`src/rtl/icache_pkg.sv`:
```
// Shared cache definitions: controller states and address-field width helpers.
// Also used by the d-cache, so keep it free of i-cache specifics.
package icache_pkg;

    typedef enum logic [1:0] {
        IDLE,
        MEM_READ,
        CACHE_WRITE,
        FLUSH
    } state_t;

    function automatic int off_w(input int words);
        return $clog2(words) + 2;
    endfunction

    function automatic int idx_w(input int sets);
        return $clog2(sets);
    endfunction

    function automatic int tag_w(input int addr_w, input int sets, input int words);
        return addr_w - idx_w(sets) - off_w(words);
    endfunction

    // A direct-mapped cache still needs a 1-bit way index to keep widths legal
    function automatic int way_w(input int ways);
        return (ways > 1) ? $clog2(ways) : 1;
    endfunction

endpackage

```
`src/rtl/icache_assoc_if.sv`:
```
// Fetch-side and block-memory-side signals of the set-associative i-cache.
// The master is the CPU/memory environment; the slave is the cache itself.
interface icache_assoc_if #(
    parameter int ADDR_W = 32,
    parameter int WORDS  = 4
);
    import icache_pkg::*;

    localparam int OFF_W = off_w(WORDS);

    logic [ADDR_W-1:0]         address;
    logic                      read;
    logic                      flush;
    logic [31:0]               instruction;
    logic                      busywait;
    logic                      mem_read;
    logic [ADDR_W-OFF_W+1:0]   mem_address;
    logic [32*WORDS-1:0]       mem_readdata;
    logic                      mem_busywait;

    modport master (
        output address, read, flush, mem_readdata, mem_busywait,
        input  instruction, busywait, mem_read, mem_address
    );

    modport slave (
        input  address, read, flush, mem_readdata, mem_busywait,
        output instruction, busywait, mem_read, mem_address
    );

endinterface

```
`src/rtl/icache_lru.sv`:
```
// Per-set LRU age tracking: age 0 is most recent, age WAYS-1 is the eviction candidate.
// Invalid ways are preferred as victims, lowest index first.
module icache_lru
    import icache_pkg::*;
#(
    parameter int SETS = 8,
    parameter int WAYS = 2
) (
    input  logic                      clock,
    input  logic                      reset,
    input  logic [idx_w(SETS)-1:0]    set_idx,
    input  logic                      touch,
    input  logic [way_w(WAYS)-1:0]    touch_way,
    input  logic                      clear,
    input  logic [WAYS-1:0]           set_valid,
    output logic [way_w(WAYS)-1:0]    victim
);
    localparam int WAY_W = way_w(WAYS);

    logic [WAY_W-1:0] ages [SETS][WAYS];

    always_comb begin
        victim = '0;
        for (int w = 0; w < WAYS; w++) begin
            if (ages[set_idx][w] == WAY_W'(WAYS - 1)) begin
                victim = WAY_W'(w);
            end
        end
        for (int w = WAYS - 1; w >= 0; w--) begin
            if (!set_valid[w]) begin
                victim = WAY_W'(w);
            end
        end
    end

    // Touched way becomes age 0; only younger ways age, so ages stay a permutation
    always_ff @(posedge clock or posedge reset) begin
        if (reset) begin
            for (int s = 0; s < SETS; s++) begin
                for (int w = 0; w < WAYS; w++) begin
                    ages[s][w] <= WAY_W'(w);
                end
            end
        end else if (clear) begin
            for (int w = 0; w < WAYS; w++) begin
                ages[set_idx][w] <= WAY_W'(w);
            end
        end else if (touch) begin
            for (int w = 0; w < WAYS; w++) begin
                if (WAY_W'(w) == touch_way) begin
                    ages[set_idx][w] <= '0;
                end else if (ages[set_idx][w] < ages[set_idx][touch_way]) begin
                    ages[set_idx][w] <= ages[set_idx][w] + 1'b1;
                end
            end
        end
    end

endmodule

```
`src/rtl/icache_assoc.sv`:
```
// Set-associative instruction cache: combinational hits, one-block refill on a miss,
// and a set-by-set full invalidate triggered by a flush pulse.
module icache_assoc
    import icache_pkg::*;
#(
    parameter int ADDR_W = 32,
    parameter int SETS   = 8,
    parameter int WAYS   = 2,
    parameter int WORDS  = 4
) (
    input  logic           clock,
    input  logic           reset,
    icache_assoc_if.slave  bus
);
    localparam int OFF_W  = off_w(WORDS);
    localparam int IDX_W  = idx_w(SETS);
    localparam int TAG_W  = tag_w(ADDR_W, SETS, WORDS);
    localparam int WAY_W  = way_w(WAYS);
    localparam int WOFF_W = OFF_W - 2;
    localparam int BLK_W  = ADDR_W - OFF_W;

    state_t                     state;
    logic                       flush_pending;
    logic [IDX_W-1:0]           flush_idx;
    logic [BLK_W-1:0]           miss_block;
    logic [32*WORDS-1:0]        fill_data;
    logic [SETS-1:0][WAYS-1:0]  valid;
    logic [TAG_W-1:0]           tags   [SETS][WAYS];
    logic [32*WORDS-1:0]        blocks [SETS][WAYS];

    logic [TAG_W-1:0]   addr_tag;
    logic [IDX_W-1:0]   addr_idx;
    logic [WOFF_W-1:0]  addr_off;
    logic [TAG_W-1:0]   miss_tag;
    logic [IDX_W-1:0]   miss_idx;
    logic               hit;
    logic [WAY_W-1:0]   hit_way;
    logic [IDX_W-1:0]   lru_idx;
    logic               touch;
    logic [WAY_W-1:0]   touch_way;
    logic [WAY_W-1:0]   victim;

    assign addr_tag = bus.address[ADDR_W-1:IDX_W+OFF_W];
    assign addr_idx = bus.address[IDX_W+OFF_W-1:OFF_W];
    assign addr_off = bus.address[OFF_W-1:2];
    assign miss_tag = miss_block[BLK_W-1:IDX_W];
    assign miss_idx = miss_block[IDX_W-1:0];

    always_comb begin
        hit     = 1'b0;
        hit_way = '0;
        for (int w = WAYS - 1; w >= 0; w--) begin
            if (valid[addr_idx][w] && tags[addr_idx][w] == addr_tag) begin
                hit     = 1'b1;
                hit_way = WAY_W'(w);
            end
        end
        bus.instruction = hit ? blocks[addr_idx][hit_way][32*addr_off +: 32] : 32'h0;
    end

    // A miss must stall in the very cycle it is presented; reset forces the stall low
    assign bus.busywait = !reset && ((state != IDLE) || (bus.read && !hit));

    always_comb begin
        lru_idx   = addr_idx;
        touch     = 1'b0;
        touch_way = hit_way;
        unique case (state)
            IDLE:        touch = bus.read && hit;
            MEM_READ:    lru_idx = miss_idx;
            CACHE_WRITE: begin
                lru_idx   = miss_idx;
                touch     = 1'b1;
                touch_way = victim;
            end
            FLUSH:       lru_idx = flush_idx;
            default:     lru_idx = addr_idx;
        endcase
    end

    icache_lru #(
        .SETS (SETS),
        .WAYS (WAYS)
    ) u_lru (
        .clock     (clock),
        .reset     (reset),
        .set_idx   (lru_idx),
        .touch     (touch),
        .touch_way (touch_way),
        .clear     (state == FLUSH),
        .set_valid (valid[lru_idx]),
        .victim    (victim)
    );

    // A flush seen mid-fill is remembered so the fill finishes before invalidation
    always_ff @(posedge clock or posedge reset) begin
        if (reset) begin
            state           <= IDLE;
            flush_pending   <= 1'b0;
            flush_idx       <= '0;
            miss_block      <= '0;
            fill_data       <= '0;
            valid           <= '0;
            bus.mem_read    <= 1'b0;
            bus.mem_address <= '0;
        end else begin
            unique case (state)
                IDLE: begin
                    if (flush_pending || bus.flush) begin
                        flush_idx <= '0;
                        state     <= FLUSH;
                    end else if (bus.read && !hit) begin
                        miss_block      <= bus.address[ADDR_W-1:OFF_W];
                        bus.mem_address <= {2'b00, bus.address[ADDR_W-1:OFF_W]};
                        bus.mem_read    <= 1'b1;
                        state           <= MEM_READ;
                    end
                end
                MEM_READ: begin
                    if (bus.flush) flush_pending <= 1'b1;
                    if (!bus.mem_busywait) begin
                        fill_data    <= bus.mem_readdata;
                        bus.mem_read <= 1'b0;
                        state        <= CACHE_WRITE;
                    end
                end
                CACHE_WRITE: begin
                    if (bus.flush) flush_pending <= 1'b1;
                    valid[miss_idx][victim] <= 1'b1;
                    state                   <= IDLE;
                end
                FLUSH: begin
                    valid[flush_idx] <= '0;
                    if (bus.flush) begin
                        flush_pending <= 1'b1;
                        flush_idx     <= '0;
                    end else if (flush_idx == IDX_W'(SETS - 1)) begin
                        flush_pending <= 1'b0;
                        state         <= IDLE;
                    end else begin
                        flush_idx <= flush_idx + 1'b1;
                    end
                end
                default: state <= IDLE;
            endcase
        end
    end

    always_ff @(posedge clock) begin
        if (state == CACHE_WRITE) begin
            tags[miss_idx][victim]   <= miss_tag;
            blocks[miss_idx][victim] <= fill_data;
        end
    end

endmodule

```
`src/flat_wrapper.sv`:
```
// flat-port wrapper written by rule: the top's interface ports become plain ports
module icache_assoc_flat import icache_pkg::*;
#(
    parameter int ADDR_W = 32,
    parameter int SETS   = 8,
    parameter int WAYS   = 2,
    parameter int WORDS  = 4
)
  (clock, reset, bus_address, bus_read, bus_flush, bus_mem_readdata, bus_mem_busywait, bus_instruction, bus_busywait, bus_mem_read, bus_mem_address);
  icache_assoc_if #(.ADDR_W(ADDR_W), .WORDS(WORDS)) bus_i ();
  input  logic clock;
  input  logic reset;
  input wire logic [$bits(bus_i.address)-1:0] bus_address;
  input wire logic [$bits(bus_i.read)-1:0] bus_read;
  input wire logic [$bits(bus_i.flush)-1:0] bus_flush;
  input wire logic [$bits(bus_i.mem_readdata)-1:0] bus_mem_readdata;
  input wire logic [$bits(bus_i.mem_busywait)-1:0] bus_mem_busywait;
  output wire logic [$bits(bus_i.instruction)-1:0] bus_instruction;
  output wire logic [$bits(bus_i.busywait)-1:0] bus_busywait;
  output wire logic [$bits(bus_i.mem_read)-1:0] bus_mem_read;
  output wire logic [$bits(bus_i.mem_address)-1:0] bus_mem_address;
  assign bus_i.address = bus_address;
  assign bus_i.read = bus_read;
  assign bus_i.flush = bus_flush;
  assign bus_i.mem_readdata = bus_mem_readdata;
  assign bus_i.mem_busywait = bus_mem_busywait;
  assign bus_instruction = bus_i.instruction;
  assign bus_busywait = bus_i.busywait;
  assign bus_mem_read = bus_i.mem_read;
  assign bus_mem_address = bus_i.mem_address;
  icache_assoc #(.ADDR_W(ADDR_W), .SETS(SETS), .WAYS(WAYS), .WORDS(WORDS)) u_core (.clock(clock), .reset(reset), .bus(bus_i));
endmodule
```
`config.mk`:
```
export PLATFORM = sky130hd
export DESIGN_NAME = icache_assoc_flat
export DESIGN_NICKNAME = d
export VERILOG_FILES = /design/src/rtl/icache_pkg.sv /design/src/rtl/icache_assoc_if.sv /design/src/rtl/icache_lru.sv /design/src/rtl/icache_assoc.sv /design/src/flat_wrapper.sv
export SDC_FILE = /design/constraint.sdc
export NUM_CORES = 2
export LEC_CHECK = 0
export BUFFER_PORTS_ARGS = -buffer_cell sky130_fd_sc_hd__buf_2
export CORE_AREA = 4 4 464 420
export CTS_BUF_LIST = sky130_fd_sc_hd__clkbuf_16
export DETAILED_ROUTE_END_ITERATION = 7
export DIE_AREA = 0 0 468 424
export PLACE_DENSITY = 0.73
export SYNTH_ARGS = -nofsm -noshare
export SYNTH_HDL_FRONTEND = slang
export SYNTH_SLANG_ARGS = --single-unit
```
`constraint.sdc`:
```
create_clock -name clock -period 17.2 [get_ports clock]
set_input_delay 1.72 -clock clock [delete_from_list [all_inputs] [get_ports clock]]
set_output_delay 1.72 -clock clock [all_outputs]
set_load 0.01 [all_outputs]
```
* Yosys cells after proc, flatten, opt, wreduce, memory -nomap -nowiden
Memory sizes are Yosys's and may differ from the RTL's.
Cells that the tools add are included.
** Storage, ports and cells
- Input bits :: 165
- Bits in registers :: 195
- Bits in writable memories :: 2448
- Memories kept :: 2
- Logic and storage cells :: 179
** Operators by class
- Add/subtract/negate cells :: 3
- Reductions and logical operators :: 28
- Eq/ne operators :: 16
- Bitwise logic cells :: 14
- Magnitude comparators :: 16
- Shift-type cells :: 1
- Muxes and demuxes :: 69
** Memories
- u_core.blocks :: depth 8, bits a word 256, read ports 1, clocked after Yosys merged registers in 0, wr ports 1, line icache_assoc.sv:29 : logic [32*WORDS-1:0] blocks [SETS][WAYS];
- u_core.tags :: depth 8, bits a word 50, read ports 1, clocked after Yosys merged registers in 0, wr ports 1, line icache_assoc.sv:28 : logic [TAG_W-1:0] tags [SETS][WAYS];
** Operators by type and width (count)
- $mux W128 :: 4
- $mux W256 :: 1
- $demux W128 S1 :: 1
- $mux W16 :: 8
- $shiftx A128 B8 Y32 :: 1
- $eq A25 B25 Y1 :: 2
- $mux W50 :: 1
- $and A16 B16 Y16 :: 3
- $not A16 Y16 :: 3
- $bwmux W16 :: 2
- $mux W32 :: 1
- $or A16 B16 Y16 :: 2
- $pmux W16 S2 :: 1
- $demux W25 S1 :: 1
- $mux W25 :: 1
- $demux W2 S3 :: 4
- $mux W2 :: 12
- $mux W1 :: 19
- $bmux W2 S3 :: 3
- $lt A3 B4 Y1 const B :: 4
- $pmux W3 S2 :: 2
- $reduce_bool A2 Y1 :: 6
- $logic_and A1 B1 Y1 :: 10
- $mux W3 :: 3
- 31 further kinds :: 52

* Longest topological paths before layout
- Depth after elaboration :: 25
- Depth in mapped cells :: 15
- Gate-level depth less buffers :: 11

* Modules after synthesis
Synthesis repeated with hierarchy kept, for this count alone.
** Second synthesis, totals
- Cell total of the unflattened synthesis :: 4319
- Area total of the unflattened synthesis :: 101802.6 µm²
** Modules (own cells, without submodules)
- icache_assoc :: cells each 4213, area an instance 100809.2 µm², instances 1, seq. area each 77989.8 µm²
- icache_lru :: cells each 106, area an instance 993.5 µm², instances 1, seq. area each 410.4 µm²

* Least setup slack after synthesis
No wires, ideal clock.
- Path type :: input -> register
- From :: input bus_address[6]
- To :: memory u_core.blocks[0][0] (netlist name), enable pin
- Arrival time :: 18.157 ns
- Slack :: -2.001 ns
- Buffers on the path :: 4
- Stages on the path :: 11
- Library setup time :: 1.044 ns
- Path through :: buf_2 buf_4 buf_2 buf_4 nand2_1 o21ai_1 a21oi_1 a221o_1 o211ai_1 nand3_1 nor4_1
** On the way
- Cells in the longest elaborated chain, start to end :: 14
- Elaborated cells between the ends (all ways) :: 17
- Classes of those cells :: order compare: 2; mux: 12; bitwise: 2; reduce/logical: 1
** Ends and longest elaborated chain
- start: declaration :: line flat_wrapper.sv:13 : input wire logic [$bits(bus_i.address)-1:0] bus_address;
- $pmux W3 S2 (*) :: line icache_assoc.sv:68 : unique case (state)
- $not A3 Y4
- $bmux W2 S3 :: line icache_lru.sv:25 : if (ages[set_idx][w] == WAY_W'(WAYS - 1)) begin
- $mux W2 (not written as such) (2 in series) :: line icache_lru.sv:25
- $mux W1 :: line icache_lru.sv:25
- $mux W1 :: line icache_lru.sv:30 : if (!set_valid[w]) begin
- $mux W1 (*) :: line icache_lru.sv:30
- $not A1 Y2 (not written as such) (*) :: line icache_assoc.sv:152 : blocks[miss_idx][victim] <= fill_data;
- $ge A2 B2 Y1 (not written as such) / $lt A2 B1 Y1 (equally long branches) :: line icache_assoc.sv:152
- $logic_and A1 B1 Y1 (not written as such) :: line icache_assoc.sv:152
- $mux W128 (not written as such) :: line icache_assoc.sv:152
- $demux W128 S1 (*) :: line icache_assoc.sv:152
- $mux W256 (not written as such) (*) :: line icache_assoc.sv:152
- end: declaration :: line icache_assoc.sv:29
Mark *: on every way between the ends. The rest lies on a longest branch, timed or not. The select of a mux whose other input is x is not followed.

* Worst setup path after layout
- From :: input bus_address[5]
- To :: output bus_instruction[1]
** On the way
- Cells in the longest elaborated chain, start to end :: 11
- Elaborated cells between the ends (all ways) :: 17
- Classes of those cells :: eq/ne: 2; shift: 1; mux: 9; bitwise: 1; reduce/logical: 2; memory: 2
** Ends and longest elaborated chain
- $mem_v2 Z8 W50 / $bmux W2 S3 (equally long branches)
- $eq A25 B25 Y1 / $mux W2 (equally long branches) :: line icache_assoc.sv:53 : if (valid[addr_idx][w] && tags[addr_idx][w] == addr_tag) begin
- $logic_and A1 B1 Y1 :: line icache_assoc.sv:53
- $mux W1 (2 in series) :: line icache_assoc.sv:53
- $not A1 Y2 (not written as such) :: line icache_assoc.sv:58 : bus.instruction = hit ? blocks[addr_idx][hit_way][32*addr_off +: 32] : 32'h0;
- $mux W128 (not written as such) (3 in series) :: line icache_assoc.sv:58
- $shiftx A128 B8 Y32 :: line icache_assoc.sv:58
- $mux W32 (*) :: line icache_assoc.sv:58
- end: declaration :: line flat_wrapper.sv:18 : output wire logic [$bits(bus_i.instruction)-1:0] bus_instruction;
Marked as above.

==> flow_metrics.env <==
export IMPL_yosysUniqueCellTypes=66
export IMPL_total_power_mw=16.23
export IMPL_hold_buffers=0
export IMPL_r2r_end="u_core.blocks[4][243]"
export IMPL_layout_setup_ws_ns=7.487
export IMPL_ff2ff_path_depth=12
export IMPL_setup_tns_ns=0
export IMPL_synthFlopType="edfxtp_1"
export IMPL_syn_area_um2=102200
export IMPL_wl_um=236900
export IMPL_numPortBuffers=224
export IMPL_post_place_ws_ns=7.557
export IMPL_final_cell_area_um2=114400
export IMPL_ctsResizeCount=0
export IMPL_grt_pass1_vias=49250
export IMPL_maxCapViolations=0
export IMPL_grtUsageTotal_pct=24.00
export IMPL_hold_viol_final=0
export IMPL_critPathRequiredTime_ns=15.48
export IMPL_path_class="primary input to output pin"
export IMPL_drc=0
export IMPL_slew_violations=0
export IMPL_reg2reg_from="u_core.state[1]"
export IMPL_ys_warnings_count=0
export IMPL_cts_sinks=2643
export IMPL_drtAntennaViolNets=0
export IMPL_setup_viol=0
export IMPL_hold_class="register to register"
export IMPL_slew_headroom_pct=19.21
export IMPL_num_io_pins=229
export IMPL_clkTransAtPathRegs_ns=0.06
export IMPL_ys_async_sr_fraction_pct=7.378
export IMPL_min_from="u_core.u_lru.ages[12]"
export IMPL_dieArea_um2=198400
export IMPL_max_freq_mhz=103.0
export IMPL_start_kind="primary input"
export IMPL_ctsRootBufferMaster="clkbuf_16"
export IMPL_post_drt_wl_per_cell_um=31.41
export IMPL_clk_latency_ns=0.91
export IMPL_skew_ns=0.07482
export IMPL_start_util_pct=53.77
export IMPL_cts_tree="done"
export IMPL_dpl_cell_area_um2=106200
export IMPL_crit_path_end_kind="output pin"
export IMPL_arrival_ns=7.99
export IMPL_status="finished, final reports clean"
export IMPL_synth_edf_count=2448
export IMPL_p_per_area_nw_per_um2=141.8
export IMPL_rsz0062_at_grt="false"
export IMPL_firstDrtPassIters=7
export IMPL_timing_final_crit_period_ns=9.713
export IMPL_cts_path_max_buffers=4
export IMPL_r2r_slack_ns=9.65
export IMPL_grt_overflow=0
export IMPL_min_path_cells=2
export IMPL_place_congestion=0.7748
export IMPL_fin_nets=4972
export IMPL_antenna_found_initial=19
export IMPL_syn_to_final_growth_pct=11.97
export IMPL_ir_worst_vdd_v=0.0001143
export IMPL_yosysSeqAreaShare_pct=76.74
export IMPL_leakagePower_nw=37.83
export IMPL_post_dp_hpwl_um=119700
export IMPL_finalCritPeriodShare_pct=56.47
export IMPL_syn_inst=4471
export IMPL_core_area_um2=190000
export IMPL_fp_row_count=152
export IMPL_vias=48770
export IMPL_yosys_top_cells_area="edfxtp_1 72%, mux4_2 15%, dfrtp_1 4.6%"
export IMPL_n_fill_cell=12830
export IMPL_min_to="u_core.u_lru.ages[12]"
export IMPL_grt_pass1_wl_um=347400
export IMPL_drive_gt1_share_pct=31.22
export IMPL_cts_buffers_inserted=274
export IMPL_fin_hold_ws_ns=0.4620
export IMPL_die_y_um=424
export IMPL_yosysTopAreaCell="edfxtp_1"
export IMPL_avgViaCountPerCell=6.466
export IMPL_synth_seq_cells=2643
export IMPL_cts_setup_buffers=0
export IMPL_cts_htree_levels=5
export IMPL_grt_start_max_net_pins=137
export IMPL_synth_avg_cell_area_um2=22.85
export IMPL_yosysTopAreaCellShare_pct=71.95
export IMPL_worst_path_max_fanout=91
export IMPL_drtIter0Drc=6638
export IMPL_tightest_slew_ns=1.212
export IMPL_die_w_um=468
synth_stat cells, types with 14 or more instances:
cell	n
a21oi_1	18
a22oi_1	22
buf_1	28
buf_2	71
clkbuf_1	130
dfrtp_1	187
edfxtp_1	2448
inv_1	25
mux2_2	160
mux2_4	19
mux2i_1	93
mux4_2	702
nand2_1	66
nand3_1	106
nor2_1	28
o211a_1	32
o211ai_1	20
o21ai_0	76
o22ai_1	14
xor2_1	31
placed cells by master, fill, tap and decap left out, types with 10 or more instances in the layout:
master and instances:
o211ai_1 20, nor2_1 20, buf_12 12, mux2_2 160
xnor2_1 10, bufinv_16 12, o211a_1 32, mux4_2 702
nand3_1 106, clkinv_2 30, buf_2 219, o21ai_0 76
nand2_1 66, mux2_4 19, clkinv_1 42, edfxtp_1 2448
dfrtp_1 187, inv_1 117, nor3_1 11, buf_4 70
a221oi_1 13, clkbuf_16 280, xor2_1 31, o22ai_1 14
mux2i_1 93, a21oi_1 18, a22oi_1 22
registers in the layout, indices dropped and copies added, names as in the netlist:
| name | count |
|---|---|
| u_core.flush_pending | 1 |
| u_core.tags | 400 |
| u_core.bus.mem_read | 1 |
| u_core.blocks | 2048 |
| u_core.flush_idx | 3 |
| u_core.fill_data | 128 |
| u_core.valid | 16 |
| u_core.bus.mem_address | 28 |
| u_core.u_lru.ages | 16 |
| u_core.state | 2 |
kinds of logic after synthesis:
family | after synthesis | synth area share [%]
other | 1 | 0.003670
xor gates and xnor gates | 41 | 0.3515
buffers and inverters | 277 | 1.237
and+or+nand+nor | 274 | 1.353
adders and majority gates | 6 | 0.07348
muxes | 983 | 18.53
AOI/OAI and AO/OA | 246 | 1.716
DFF | 2643 | 76.74
how the worst max path moves through the flow:
stage              startpoint                     to  slack [ns]
2_1_floorplan  bus_address[4]  u_core.blocks[1][128]        1.56
3_3_place_gp   bus_address[5]     bus_instruction[1]        7.60
3_5_place_dp   bus_address[5]     bus_instruction[1]        7.56
4_1_cts        bus_address[5]     bus_instruction[1]        7.50
5_1_grt        bus_address[5]    bus_instruction[22]        7.25
6_report       bus_address[5]     bus_instruction[1]        7.49
critical path: stages:
cell	delay (ns)
buf_8	0.65
buf_4	0.82
nor2b_1	0.71
a22oi_1	0.25
a21oi_1	0.30
o211ai_1	0.12
nor4_1	0.68
and4_4	0.93
buf_4	0.70
nand3_1	0.14
nand3_1	0.37
o211a_1	0.26
buf_2	0.15
per-layer routing:
metal | track usage, % | vias up | part of all wire [%]
met3 | 4.123 | 436 | 8.2
met5 | 0 | - | 0.032
met1 | 35.07 | 26210 | 40
li1 | - | 19610 | -
met4 | 6.767 | 10 | 2.8
met2 | 38.04 | 2508 | 49
stage by stage:
stage          std cells  util [%]
3_5_place_dp        7066     55.92
2_1_floorplan       4472         -
5_1_grt             7539     60.21
4_1_cts             7537     60.20
3_3_place_gp        7066     55.92
6_report            7543     60.21
report_power, final:
group | internal, mW | switching, mW | total, mW
combinational | 0.637 | 0.875 | 1.51
sequential | 8.40 | 0.864 | 9.26
clock | 3.12 | 2.34 | 5.45
total | 12.2 | 4.07 | 16.2
area by class of cell:
class / instances / area (um2) / area share [%]
Tap cell: 2541 / 3179 / 2.779
Multi-Input combinational cell: 1552 / 22630 / 19.79
Antenna cell: 6 / 15.01 / 0.01312
Clock buffer: 280 / 7007 / 6.125
Clock inverter: 191 / 1142 / 0.9986
Timing Repair Buffer: 305 / 1921 / 1.679
Sequential cell: 2643 / 78400 / 68.53
Inverter: 25 / 101.3 / 0.08859
Note: power is estimated with default switching activity, not from simulation.
